==> config.mk <==
export PLATFORM = sky130hd
export DESIGN_NAME = wme_chan_sequencer
export DESIGN_NICKNAME = d
export VERILOG_FILES = /design/src/rtl/wme_seq_pack.sv /design/src/rtl/wme_chan_addr_counter.sv /design/src/rtl/wme_chan_sequencer.sv
export SDC_FILE = /design/constraint.sdc
export NUM_CORES = 1
export LEC_CHECK = 0
export CORE_MARGIN = 3
export CORE_UTILIZATION = 44
export DETAILED_ROUTE_END_ITERATION = 16
export PLACE_DENSITY = 0.89
export SYNTH_ARGS = -nofsm -noshare
export SYNTH_HDL_FRONTEND = slang
export SYNTH_SLANG_ARGS = --single-unit
==> constraint.sdc <==
create_clock -name clk -period 4.1 [get_ports clk]
set_input_delay 0.82 -clock clk [delete_from_list [all_inputs] [get_ports clk]]
set_output_delay 0.82 -clock clk [all_outputs]
set_load 0.01 [all_outputs]
==> src/rtl/wme_seq_pack.sv <==
// Shared types, opcodes and instruction builder for the channel-estimate sequencer.
package wme_seq_pack;

    // Fallback geometry; the integrating design overrides these parameters.
    localparam int unsigned DEF_NTI   = 16;
    localparam int unsigned DEF_DEPTH = 30;
    localparam int unsigned DEF_PREC  = 10;

    localparam logic WME_OP_READ  = 1'b0;
    localparam logic WME_OP_WRITE = 1'b1;

    typedef enum logic [2:0] {
        StIdle,
        StLwait,
        StSetup,
        StExec,
        StGap,
        StRwait,
        StOut,
        StDone
    } wme_seq_state_e;

    // Packs {op, ti, tap} into the low bits; caller truncates to its instruction width.
    function automatic logic [31:0] wme_build_inst(input logic op, input int unsigned ti,
                                                   input int unsigned tap,
                                                   input int unsigned w_ti,
                                                   input int unsigned w_tap);
        logic [31:0] inst;
        inst = 32'(tap) | (32'(ti) << w_tap) | (32'(op) << (w_ti + w_tap));
        return inst;
    endfunction

endpackage

==> src/rtl/wme_chan_addr_counter.sv <==
// Two-level wrapping (TI inner, tap outer) entry counter for the table walk.
module wme_chan_addr_counter #(
    parameter int unsigned NTI   = 16,
    parameter int unsigned DEPTH = 30,
    parameter int unsigned W_TI  = $clog2(NTI),
    parameter int unsigned W_TAP = $clog2(DEPTH)
) (
    input  logic             clk,
    input  logic             rstb,
    input  logic             clear,
    input  logic             advance,
    output logic [W_TI-1:0]  ti_idx,
    output logic [W_TAP-1:0] tap_idx,
    output logic             last
);

    localparam logic [W_TI-1:0]  TI_LAST  = W_TI'(NTI - 1);
    localparam logic [W_TAP-1:0] TAP_LAST = W_TAP'(DEPTH - 1);

    // Last entry of the table is the final TI slice of the final tap.
    assign last = (ti_idx == TI_LAST) && (tap_idx == TAP_LAST);

    // TI index wraps into a tap increment; the whole counter wraps after the last entry.
    always_ff @(posedge clk or negedge rstb) begin
        if (!rstb) begin
            ti_idx  <= '0;
            tap_idx <= '0;
        end else if (clear) begin
            ti_idx  <= '0;
            tap_idx <= '0;
        end else if (advance) begin
            if (ti_idx == TI_LAST) begin
                ti_idx  <= '0;
                tap_idx <= (tap_idx == TAP_LAST) ? '0 : tap_idx + 1'b1;
            end else begin
                ti_idx <= ti_idx + 1'b1;
            end
        end
    end

endmodule

==> src/rtl/wme_chan_sequencer.sv <==
// Full-table load/dump sequencer driving the weight manager channel-estimate debug port.
module wme_chan_sequencer
    import wme_seq_pack::*;
#(
    parameter int unsigned NTI      = DEF_NTI,
    parameter int unsigned DEPTH    = DEF_DEPTH,
    parameter int unsigned PREC     = DEF_PREC,
    parameter int unsigned EXEC_GAP = 2,
    parameter int unsigned READ_LAT = 2,
    localparam int unsigned W_TI    = $clog2(NTI),
    localparam int unsigned W_TAP   = $clog2(DEPTH),
    localparam int unsigned W_INST  = W_TI + W_TAP + 1
) (
    input  logic                   clk,
    input  logic                   rstb,
    input  logic                   start_load,
    input  logic                   start_dump,
    input  logic                   abort,
    input  logic signed [PREC-1:0] load_data,
    input  logic                   load_valid,
    output logic                   load_ready,
    output logic signed [PREC-1:0] dump_data,
    output logic                   dump_valid,
    input  logic                   dump_ready,
    output logic                   busy,
    output logic                   done,
    output logic [31:0]            wme_chan_data,
    output logic [W_INST-1:0]      wme_chan_inst,
    output logic                   wme_chan_exec,
    input  logic signed [PREC-1:0] wme_chan_read
);

    wme_seq_state_e   state_q;
    logic             op_q;
    logic [7:0]       cnt_q;
    logic [W_TI-1:0]  ti_idx;
    logic [W_TAP-1:0] tap_idx;
    logic             last;
    logic             cnt_clear;
    logic             cnt_advance;

    wme_chan_addr_counter #(
        .NTI   (NTI),
        .DEPTH (DEPTH),
        .W_TI  (W_TI),
        .W_TAP (W_TAP)
    ) u_addr (
        .clk     (clk),
        .rstb    (rstb),
        .clear   (cnt_clear),
        .advance (cnt_advance),
        .ti_idx  (ti_idx),
        .tap_idx (tap_idx),
        .last    (last)
    );

    // Instruction follows the registered opcode and counters, so it settles on entry to
    // LWAIT/SETUP and stays put through EXEC and GAP.
    assign wme_chan_inst = W_INST'(wme_build_inst(op_q, 32'(ti_idx), 32'(tap_idx), W_TI, W_TAP));

    // Counter control: abort clears, the final GAP cycle steps to the next entry.
    always_comb begin
        cnt_clear   = abort;
        cnt_advance = (state_q == StGap) && (cnt_q == '0) && !abort;
    end

    // Sequencer FSM; every handshake and port strobe is a registered output.
    always_ff @(posedge clk or negedge rstb) begin
        if (!rstb) begin
            state_q       <= StIdle;
            op_q          <= WME_OP_READ;
            cnt_q         <= '0;
            load_ready    <= 1'b0;
            dump_valid    <= 1'b0;
            dump_data     <= '0;
            busy          <= 1'b0;
            done          <= 1'b0;
            wme_chan_exec <= 1'b0;
            wme_chan_data <= '0;
        end else if (abort) begin
            // Pending handshakes are discarded; an already-fired exec is not revisited.
            state_q       <= StIdle;
            load_ready    <= 1'b0;
            dump_valid    <= 1'b0;
            busy          <= 1'b0;
            done          <= 1'b0;
            wme_chan_exec <= 1'b0;
        end else begin
            wme_chan_exec <= 1'b0;
            done          <= 1'b0;
            unique case (state_q)
                StIdle: begin
                    if (start_load) begin
                        op_q       <= WME_OP_WRITE;
                        busy       <= 1'b1;
                        load_ready <= 1'b1;
                        state_q    <= StLwait;
                    end else if (start_dump) begin
                        op_q          <= WME_OP_READ;
                        busy          <= 1'b1;
                        wme_chan_data <= '0;
                        state_q       <= StSetup;
                    end
                end
                StLwait: begin
                    if (load_valid) begin
                        wme_chan_data <= 32'(load_data);
                        load_ready    <= 1'b0;
                        wme_chan_exec <= 1'b1;
                        state_q       <= StExec;
                    end
                end
                StSetup: begin
                    wme_chan_exec <= 1'b1;
                    state_q       <= StExec;
                end
                StExec: begin
                    if (op_q == WME_OP_WRITE) begin
                        cnt_q   <= 8'(EXEC_GAP - 1);
                        state_q <= StGap;
                    end else if (READ_LAT <= 1) begin
                        dump_data  <= wme_chan_read;
                        dump_valid <= 1'b1;
                        state_q    <= StOut;
                    end else begin
                        cnt_q   <= 8'(READ_LAT - 2);
                        state_q <= StRwait;
                    end
                end
                StRwait: begin
                    if (cnt_q == '0) begin
                        dump_data  <= wme_chan_read;
                        dump_valid <= 1'b1;
                        state_q    <= StOut;
                    end else begin
                        cnt_q <= cnt_q - 1'b1;
                    end
                end
                StOut: begin
                    if (dump_ready) begin
                        dump_valid <= 1'b0;
                        cnt_q      <= 8'(EXEC_GAP - 1);
                        state_q    <= StGap;
                    end
                end
                StGap: begin
                    if (cnt_q == '0) begin
                        if (last) begin
                            done    <= 1'b1;
                            busy    <= 1'b0;
                            state_q <= StDone;
                        end else if (op_q == WME_OP_WRITE) begin
                            load_ready <= 1'b1;
                            state_q    <= StLwait;
                        end else begin
                            state_q <= StSetup;
                        end
                    end else begin
                        cnt_q <= cnt_q - 1'b1;
                    end
                end
                StDone: begin
                    state_q <= StIdle;
                end
                default: begin
                    state_q <= StIdle;
                end
            endcase
        end
    end

endmodule

After elaboration in Yosys (flattened, before gate mapping):

Index checks and enable logic that the tools add are counted.

* input bits: 27
* word-level logic and storage cells: 117
* output and inout port bits: 57
* register bits: 68

* equal/unequal tests: 23
* muxes and demuxes: 52
* reductions and logical operators: 24
* add/sub/neg operators: 3
* bitwise gates (word level): 3

Operators with widths (count)
* 32-bit 2-to-1 mux: 3
* 32-bit one-hot mux with 2 select lines: 1
* 1-bit 2-to-1 mux: 24
* 3-bit 2-to-1 mux: 8
* 3-bit one-hot mux with 8 select lines: 1
* 8-bit one-hot mux with 3 select lines: 1
* 3-bit inequality test (second input constant): 7
* 5-bit 2-to-1 mux: 4
* 8-bit 2-to-1 mux: 2
* 3-bit equality test (second input constant): 4
* 4-bit 2-to-1 mux: 3
* 2-bit inequality test (second input constant): 5
* 9-bit by 10-bit bitwise OR with 10-bit output: 1
* 5-bit AND reduction: 2
* 5-bit by 9-bit bitwise OR with 9-bit output: 1
* 3-bit AND reduction: 3
* 3-bit nonzero test: 3
* 8-bit zero test: 1
* 4-bit AND reduction: 2
* 2-bit nonzero test: 4
* 8-bit by 1-bit subtractor with 8-bit output (second input constant): 1
* 3-bit by 2-bit equality test with 1-bit output (second input constant): 2
* 1-bit one-hot mux with 2 select lines: 3
* 6-bit AND reduction: 1
* 16 further kinds: 18

Depth between registers and ports, before layout:

Gate-level depths: netlist (run 1).

* depth after elaboration: 6
* gate-level depth with buffers: 7
* gate-level depth less buffers: 6

By module:

A second synthesis (run 1) with hierarchy kept.

* cells, all modules: 287
* area total of the unflattened synthesis: 2662.6 µm²

By module, submodules not included
* wme_chan_sequencer: cells each 235, times used 1, sequential area each 925.9 µm², area each 2168.3 µm²
* wme_chan_addr_counter: cells each 52, times used 1, sequential area each 225.2 µm², area each 494.2 µm²

Worst setup path before layout (run 1):

No wires, ideal clock.

* path type: input to register
* start: in abort
* end: reg state_q[0]
* buffers on the path: 1
* stages: 5
* setup time: 0.125 ns
* required time: 3.975 ns
* slack: 1.922 ns
* data arrival time: 2.053 ns
* cells stage by stage: clkbuf_1 nor2_1 and3_1 a2111oi_4 mux2_4

* cells in the longest elaborated chain, start to end: 2
* elaborated cells between the ends (all ways): 7
* classes of those cells: eq/ne: 5; mux: 1; reduce/logical: 1

RTL lines
* from (decl): line wme_chan_sequencer.sv:18 `input logic abort,`
* 4-bit inequality test (no source line), or another cell as far along
* 5-bit AND reduction (no source line)
* to (signal assigned): line wme_chan_sequencer.sv:70 `state_q <= StIdle;`
* to (signal assigned): line wme_chan_sequencer.sv:82 `state_q <= StIdle;`
* to (signal assigned): line wme_chan_sequencer.sv:97 `state_q <= StLwait;`
* to (decl): line wme_chan_sequencer.sv:33 `wme_seq_state_e state_q;`

Parallel ways exist; a longest one is shown, timed or not.
A chain may end at the register's enable or synchronous reset.

Worst setup path in the final report (run 1):

Ends and elaborated chain as after synthesis.

==> results of run 1 <==
-- worst max path at each step --
stage / from / cells past startpoint / end / slack [ns]
final: abort / 5 / state_q[0]$_DFFE_PN0P_ / 1.51
after global routing: cnt_q[0]$_DFFE_PN0P_ / 6 / state_q[0]$_DFFE_PN0P_ / 1.33
after CTS: abort / 5 / state_q[0]$_DFFE_PN0P_ / 1.54
after detailed placement: abort / 5 / state_q[0]$_DFFE_PN0P_ / 1.23
after global placement: abort / 5 / state_q[0]$_DFFE_PN0P_ / 1.28
after floorplan: abort / 5 / state_q[0]$_DFFE_PN0P_ / 1.92
-- worst max-delay path, stage by stage --
cell,delay (ns)
clkdlybuf4s50_1,0.80
buf_4,0.32
nor2_1,0.10
a2111oi_4,0.40
mux2_4,0.33
-- power by group --
part	internal [mW]	switching, mW	total [mW]
sequential	0.568	0.164	0.732
combinational	0.469	0.408	0.877
clock	0.260	0.152	0.412
-- logic make-up after synthesis --
logic type / count (synthesis) / synth area share, %
flops: 46 / 44.0
mux: 15 / 6.41
buf+inv: 42 / 9.66
compound gates: 64 / 16.8
xor+xnor: 2 / 0.669
fa+ha+maj: 4 / 1.91
simple gates: 93 / 20.6
-- layout make-up --
| class | count | share of cell area, % |
|---|---|---|
| multi-input cells | 178 | 35.2 |
| flip-flops and latches | 46 | 33.4 |
| repair buffers | 84 | 24.2 |
| well taps | 72 | 2.61 |
| clock buffers | 6 | 2.40 |
| clock inverters | 2 | 1.74 |
| inverters | 4 | 0.436 |
-- cells in the mapped netlist (all sizes together) (4+ instances only) --
library cell  count
ha                4
nand2            28
clkbuf            9
a31oi             5
a21oi            10
mux2i             4
mux2             11
buf              29
nand3             8
nand2b            5
o21ai            23
nor3              6
nor2             14
or3               4
dfrtp            46
and3              4
inv               4
nand4             4
-- flip-flops by register name, summed over array words and instances, names as in the netlist, 3 cells and up --
| name | cells |
|---|---|
| dump_data | 10 |
| wme_chan_data | 10 |
| cnt_q | 8 |
| u_addr.tap_idx | 5 |
| u_addr.ti_idx | 4 |
| state_q | 3 |
-- layer usage --
layer / GRT usage (%) / vias to the layer above / part of all wire, %
li1: - / 1041 / -
met1: 23.5 / 1044 / 45
met2: 28.3 / 80 / 47
met3: 4.37 / 7 / 6.2
met4: 4.46 / 0 / 1.2
met5: 0 / - / 0
-- placed cells by master (no fill, tap or decap), drive strengths merged, types with 2 or more instances in the layout --
master	netlist	routed
nand3	8	8
o21ai	23	23
nor2b	3	3
nand4	4	4
and2	2	2
a21oi	10	10
clkbuf	9	6
mux2i	4	4
a211oi	3	3
a31oi	5	5
dfrtp	46	46
nor3	6	6
clkdlybuf4s50	0	82
o41ai	3	3
a21o	2	2
nand2	28	28
ha	4	4
or3b	2	2
inv	4	4
xor2	2	2
nor2	14	14
bufinv	0	2
nor3b	3	3
or3	4	4
nand2b	5	5
or4	3	3
buf	29	2
nor4	2	2
mux2	11	11
and3	4	4
a22o	3	3
==> metrics.yaml, run 1 <==
synth:
  synth_area_leader_cell: "dfrtp_1"
  async_reset_ff_share_pct: 100
  synth.cell_area_sq_um: 2620
  synth_flop_cell: "dfrtp_1"
  yosysSeqAreaShare_pct: 44.0
  synth_edf_count: 0
  yosysWarningCount: 0
  yosys.area.top_type_share_pct: 44.0
  syn_avg_cell_area_sq_um: 9.84
  synth_area_leaders: "dfrtp_1 (44%), buf_4 (6.9%), mux2_2 (4.3%)"
  synth_nets: 297
  syn_inst: 266
  synth_seq_cells: 46
  synth_cell_types: 58
cells_and_area:
  antenna_cells: 0
  fin_cells: 392
  drive_above_1_share_pct: 9.69
  register_area_sq_um: 1150
  final_util_pct: 61.1
  fin_area_sq_um: 3450
  multi_input_area_sq_um: 1210
  area_growth_pct: 31.6
  layout.nets: 350
  final.fill_count: 423
global_routing:
  grt_use_total_pct: 17.5
  grt_max_degree: 47
  antenna_found_initial: 0
  grt_pass1_wl_um: 10100
  gr-total-overflow: 0
  first_global_vias: 2074
floorplan:
  rows: 27
  die_area_sq_um: 6910
  chipWidth_um: 83.1
  start_util_pct: 46.4
  io_pins: 84
  core_sq_um: 5640
  die-height_um: 83.1
sta:
  whs_ns: 0.495
  fin_ws_ns: 1.51
  setup_viol: 0
  worst_pin_slew_ns: 1.00
  drv_slew: 0
  max-slew-margin-rel_pct: 33.2
  hold_viol: 0
  fmax_ghz: 0.386
  fin_crit_sh_pct: 63.1
  grt_setup_unrepaired: "false"
  skew_ns: 0.00113
  min_period_ns: 2.59
  setup_tns_ns: 0
clock_network:
  holdBufCountCts: 0
  clock_sinks: 46
  cts_resized: 0
  clock_latency_ns: 0.30
  tritoncts: "yes"
  cts_root_buf: "clkbuf_8"
  cts_buffer_depth: 2
  cts_buffers: 5
  cts_max_level: 2
  cts_setup_buffers: 0
  clkTransAtPathRegs_ns: 0.08
setup_path:
  cp.arrival_ns: 2.78
  path_max_fanout: 15
  reg2reg_slack_ns: 1.56
  end_kind: "flop"
  reg2reg_depth: 6
  worstSetupStartpointType: "input port"
  timing.rr.end: "state_q[0]$_DFFE_PN0P_"
  required_ns: 4.29
  timing.rr.start: "cnt_q[0]$_DFFE_PN0P_"
  path_class: "input port to flop"
routing:
  ant_nets: 0
  drc: 0
  drt_first_pass_iters: 4
  via_per_inst: 5.54
  drt-initial-drc-count: 144
  detail_route.wl_per_cell_um: 15.0
  vias: 2172
  routed_wl_um: 5890
place:
  portBuffers: 83
  pre_cts_ws_ns: 1.23
  gp_congestion: 0.821
  hpwl_um: 4290
  placed_area_sq_um: 3300
  placedCellCount: 384
min_path:
  hp-class: "flop to flop"
  min_path_cells: 2
  min_from: "wme_chan_data[5]$_DFFE_PN0P_"
  worstHoldEndpoint: "wme_chan_data[5]$_DFFE_PN0P_"
power:
  ir_drop_mv: 0.260
  power.total_mw: 2.02
  p_leak_nw: 1.45
  power_density_nw_per_um2: 587
flow_run:
  maxCapViolCount: 0
status:
  status: "finished clean"
Note: power is estimated with default switching activity, not from simulation.
==> inputs of run 2 (changes only) <==
- CORE_UTILIZATION: 44 -> 42
- clock period: 4.1 -> 2.2 ns (I/O delays scaled with it)
==> run 2 against run 1 <==
- first-iteration DRC count up 8.3%
- setup slack worse by 1.3 ns
- register-to-register slack worse by 1.3 ns
- die area rose by 4.4%
==> metrics.yaml, run 2 (synthesis results as in run 1) <==
setup_path:
  worst-path-buf-inv: 2  # unchanged
  cp_slowest_stage_delay_ns: 0.41  # -0.39 ns
  critPathTopFamily: "simple AND/OR/NAND/NOR gates"
  path_max_fanout: 10  # -5
  cp_slowest_cell: "or3b_1"
  required_ns: 2.44  # -1.85 ns
  path_class: "flop to flop"
  cp.arrival_ns: 2.19  # -0.59 ns
  end_kind: "flop"
  path_cells: "inv_1, ha_1, nor3b_2, buf_4, nand4_4, or3b_1, a21oi_1"
  worstSetupStartpointType: "flop"
sta:
  fin_crit_sh_pct: 88.8
  drv_slew: 0  # unchanged
  setup_tns_ns: 0  # unchanged
  skew_ns: 0.0100  # +0.00889 ns
  min_period_ns: 1.95
  fin_ws_ns: 0.247  # -1.27 ns
  fmax_ghz: 0.512
  max-slew-margin-rel_pct: 66.0  # +33 points
  worst_pin_slew_ns: 0.510  # -0.492 ns
  grt_setup_unrepaired: "false"
  hold_viol: 0  # unchanged
  setup_viol: 0  # unchanged
cells_and_area:
  drive_above_1_share_pct: 14.0  # +4.3 points
  final.fill_count: 489  # +16%
  fin_area_sq_um: 3570  # +3.6%
  final_util_pct: 59.6  # -1.5 points
  final_common_cell: "clkdlybuf4s50_1"
  antenna_cells: 0  # unchanged
  layout.nets: 365  # +4.3%
  final_cell_mix: "clkdlybuf4s50_1 (82), dfrtp_1 (45), nand2_1 (28)"
  area_growth_pct: 36.4
  top_regs: "dump_data x10, wme_chan_data x10, cnt_q x8"
floorplan:
  start_util_pct: 43.7  # -2.7 points
  chipWidth_um: 84.9  # +2.2%
  die-height_um: 84.9  # +2.2%
  die_area_sq_um: 7220  # +4.4%
  rows: 28  # +3.7%
  core_sq_um: 5990  # +6.2%
  io_pins: 84  # unchanged
power:
  ir_drop_mv: 0.578  # +120%
  switching_power_mw: 1.40  # +94%
  swShare_pct: 36.8  # +0.97 points
  p_comb_share_pct: 48.9  # +5.5 points
  internal_power_mw: 2.41  # +86%
  power_density_nw_per_um2: 1070  # +82%
  p_clk_share_pct: 16.9  # -3.5 points
  p_leak_nw: 1.52  # +5.1%
  power.total_mw: 3.81  # +89%
  seqPwrFrac_pct: 34.2  # -2.0 points
clock_network:
  cts_buffer_depth: 2  # unchanged
  clkTransAtPathRegs_ns: 0.09  # about the same
  clock_sinks: 46  # unchanged
  tritoncts: "yes"
  cts_max_level: 2  # unchanged
  clock_latency_ns: 0.31  # about the same
  cts_buffers: 5  # unchanged
  holdBufCountCts: 0  # unchanged
  cts_root_buf: "clkbuf_8"
min_path:
  hp-class: "input port to asynchronous set/reset pin"
routing:
  drt-initial-drc-count: 156  # +8.3%
  vias: 2215  # +2.0%
  routed_wl_um: 6020  # +2.2%
  drc: 0  # unchanged
  ant_nets: 0  # unchanged
  via_per_inst: 5.40  # -2.5%
  drt_first_pass_iters: 4  # unchanged
  detail_route.wl_per_cell_um: 14.7  # -2.3%
global_routing:
  busiest_layer: "met2"
  grt_max_degree: 27  # -43%
  grt_use_total_pct: 17.1  # -0.39 points
  first_global_vias: 2140  # +3.2%
  grt_pass1_wl_um: 10100  # +0.21%
  met1_usage_pct: 22.2  # -1.3 points
  antenna_found_initial: 0  # unchanged
  met2_usage_pct: 28.8  # +0.53 points
  gr-total-overflow: 0  # unchanged
  grtUsageMet3_pct: 3.98  # -0.38 points
place:
  portBuffers: 83  # unchanged
  hpwl_um: 4510  # +5.3%
  pre_cts_ws_ns: 0.0162  # -1.21 ns
  placed_area_sq_um: 3460  # +4.7%
  gp_congestion: 0.872  # +6.3%
status:
  status: "finished clean"
flow_run:
  maxCapViolCount: 0  # unchanged
==> run 2: area by class of cell <==
type	instances	area, sq um	share of cell area, %
repair buffers	99	983	27.5
multi-input cells	178	1210	34.0
well taps	75	93.8	2.63
clock inverters	3	43.8	1.23
flip-flops and latches	46	1150	32.3
inverters	4	15.0	0.420
clock buffers	5	68.8	1.93
==> run 2: final timing paths <==
kind | slack [ns] | endpoint | cells past startpoint | start
max reg2reg | 0.25 | u_addr.tap_idx[2]$_DFFE_PN0P_ | 7 | cnt_q[0]$_DFFE_PN0P_
min reg2reg | 0.49 | wme_chan_data[2]$_DFFE_PN0P_ | 2 | wme_chan_data[2]$_DFFE_PN0P_
min in group clk | 0.49 | wme_chan_data[2]$_DFFE_PN0P_ | 2 | wme_chan_data[2]$_DFFE_PN0P_
max in group asynchronous | 1.59 | wme_chan_data[30]$_DFFE_PN0P_ | 2 | rstb
max | 0.25 | u_addr.tap_idx[2]$_DFFE_PN0P_ | 7 | cnt_q[0]$_DFFE_PN0P_
min | 0.09 | u_addr.tap_idx[1]$_DFFE_PN0P_ | 1 | rstb
==> run 2: routing by layer <==
layer,vias to the layer above,share of wire (%)
met1,1055,43
met4,0,1.2
li1,1069,-
met3,8,6.4
met5,-,0
met2,83,49
==> run 2: metrics by stage <==
stage	std cells	hold slack, ns
finish	410	0.0884
global route	410	0.125
CTS	410	0.111
detailed placement	402	0.442
global placement	402	0.431
floorplan	266	0.144
==> run 2: repair_timing <==
item,in CTS,in global routing
setup buffers,0,0
endpoints found under the setup margin,0,23
gates resized for setup,0,1
==> run 2: power groups by stage <==
stage | clock, mW | sequential (mW) | combinational (mW)
5_1_grt | 0.695 | 1.35 | 2.02
3_3_place_gp | 0 | 1.30 | 1.81
2_1_floorplan | 0 | 1.31 | 1.12
6_report | 0.646 | 1.30 | 1.86
3_5_place_dp | 0 | 1.32 | 1.86
4_1_cts | 0.651 | 1.30 | 1.87
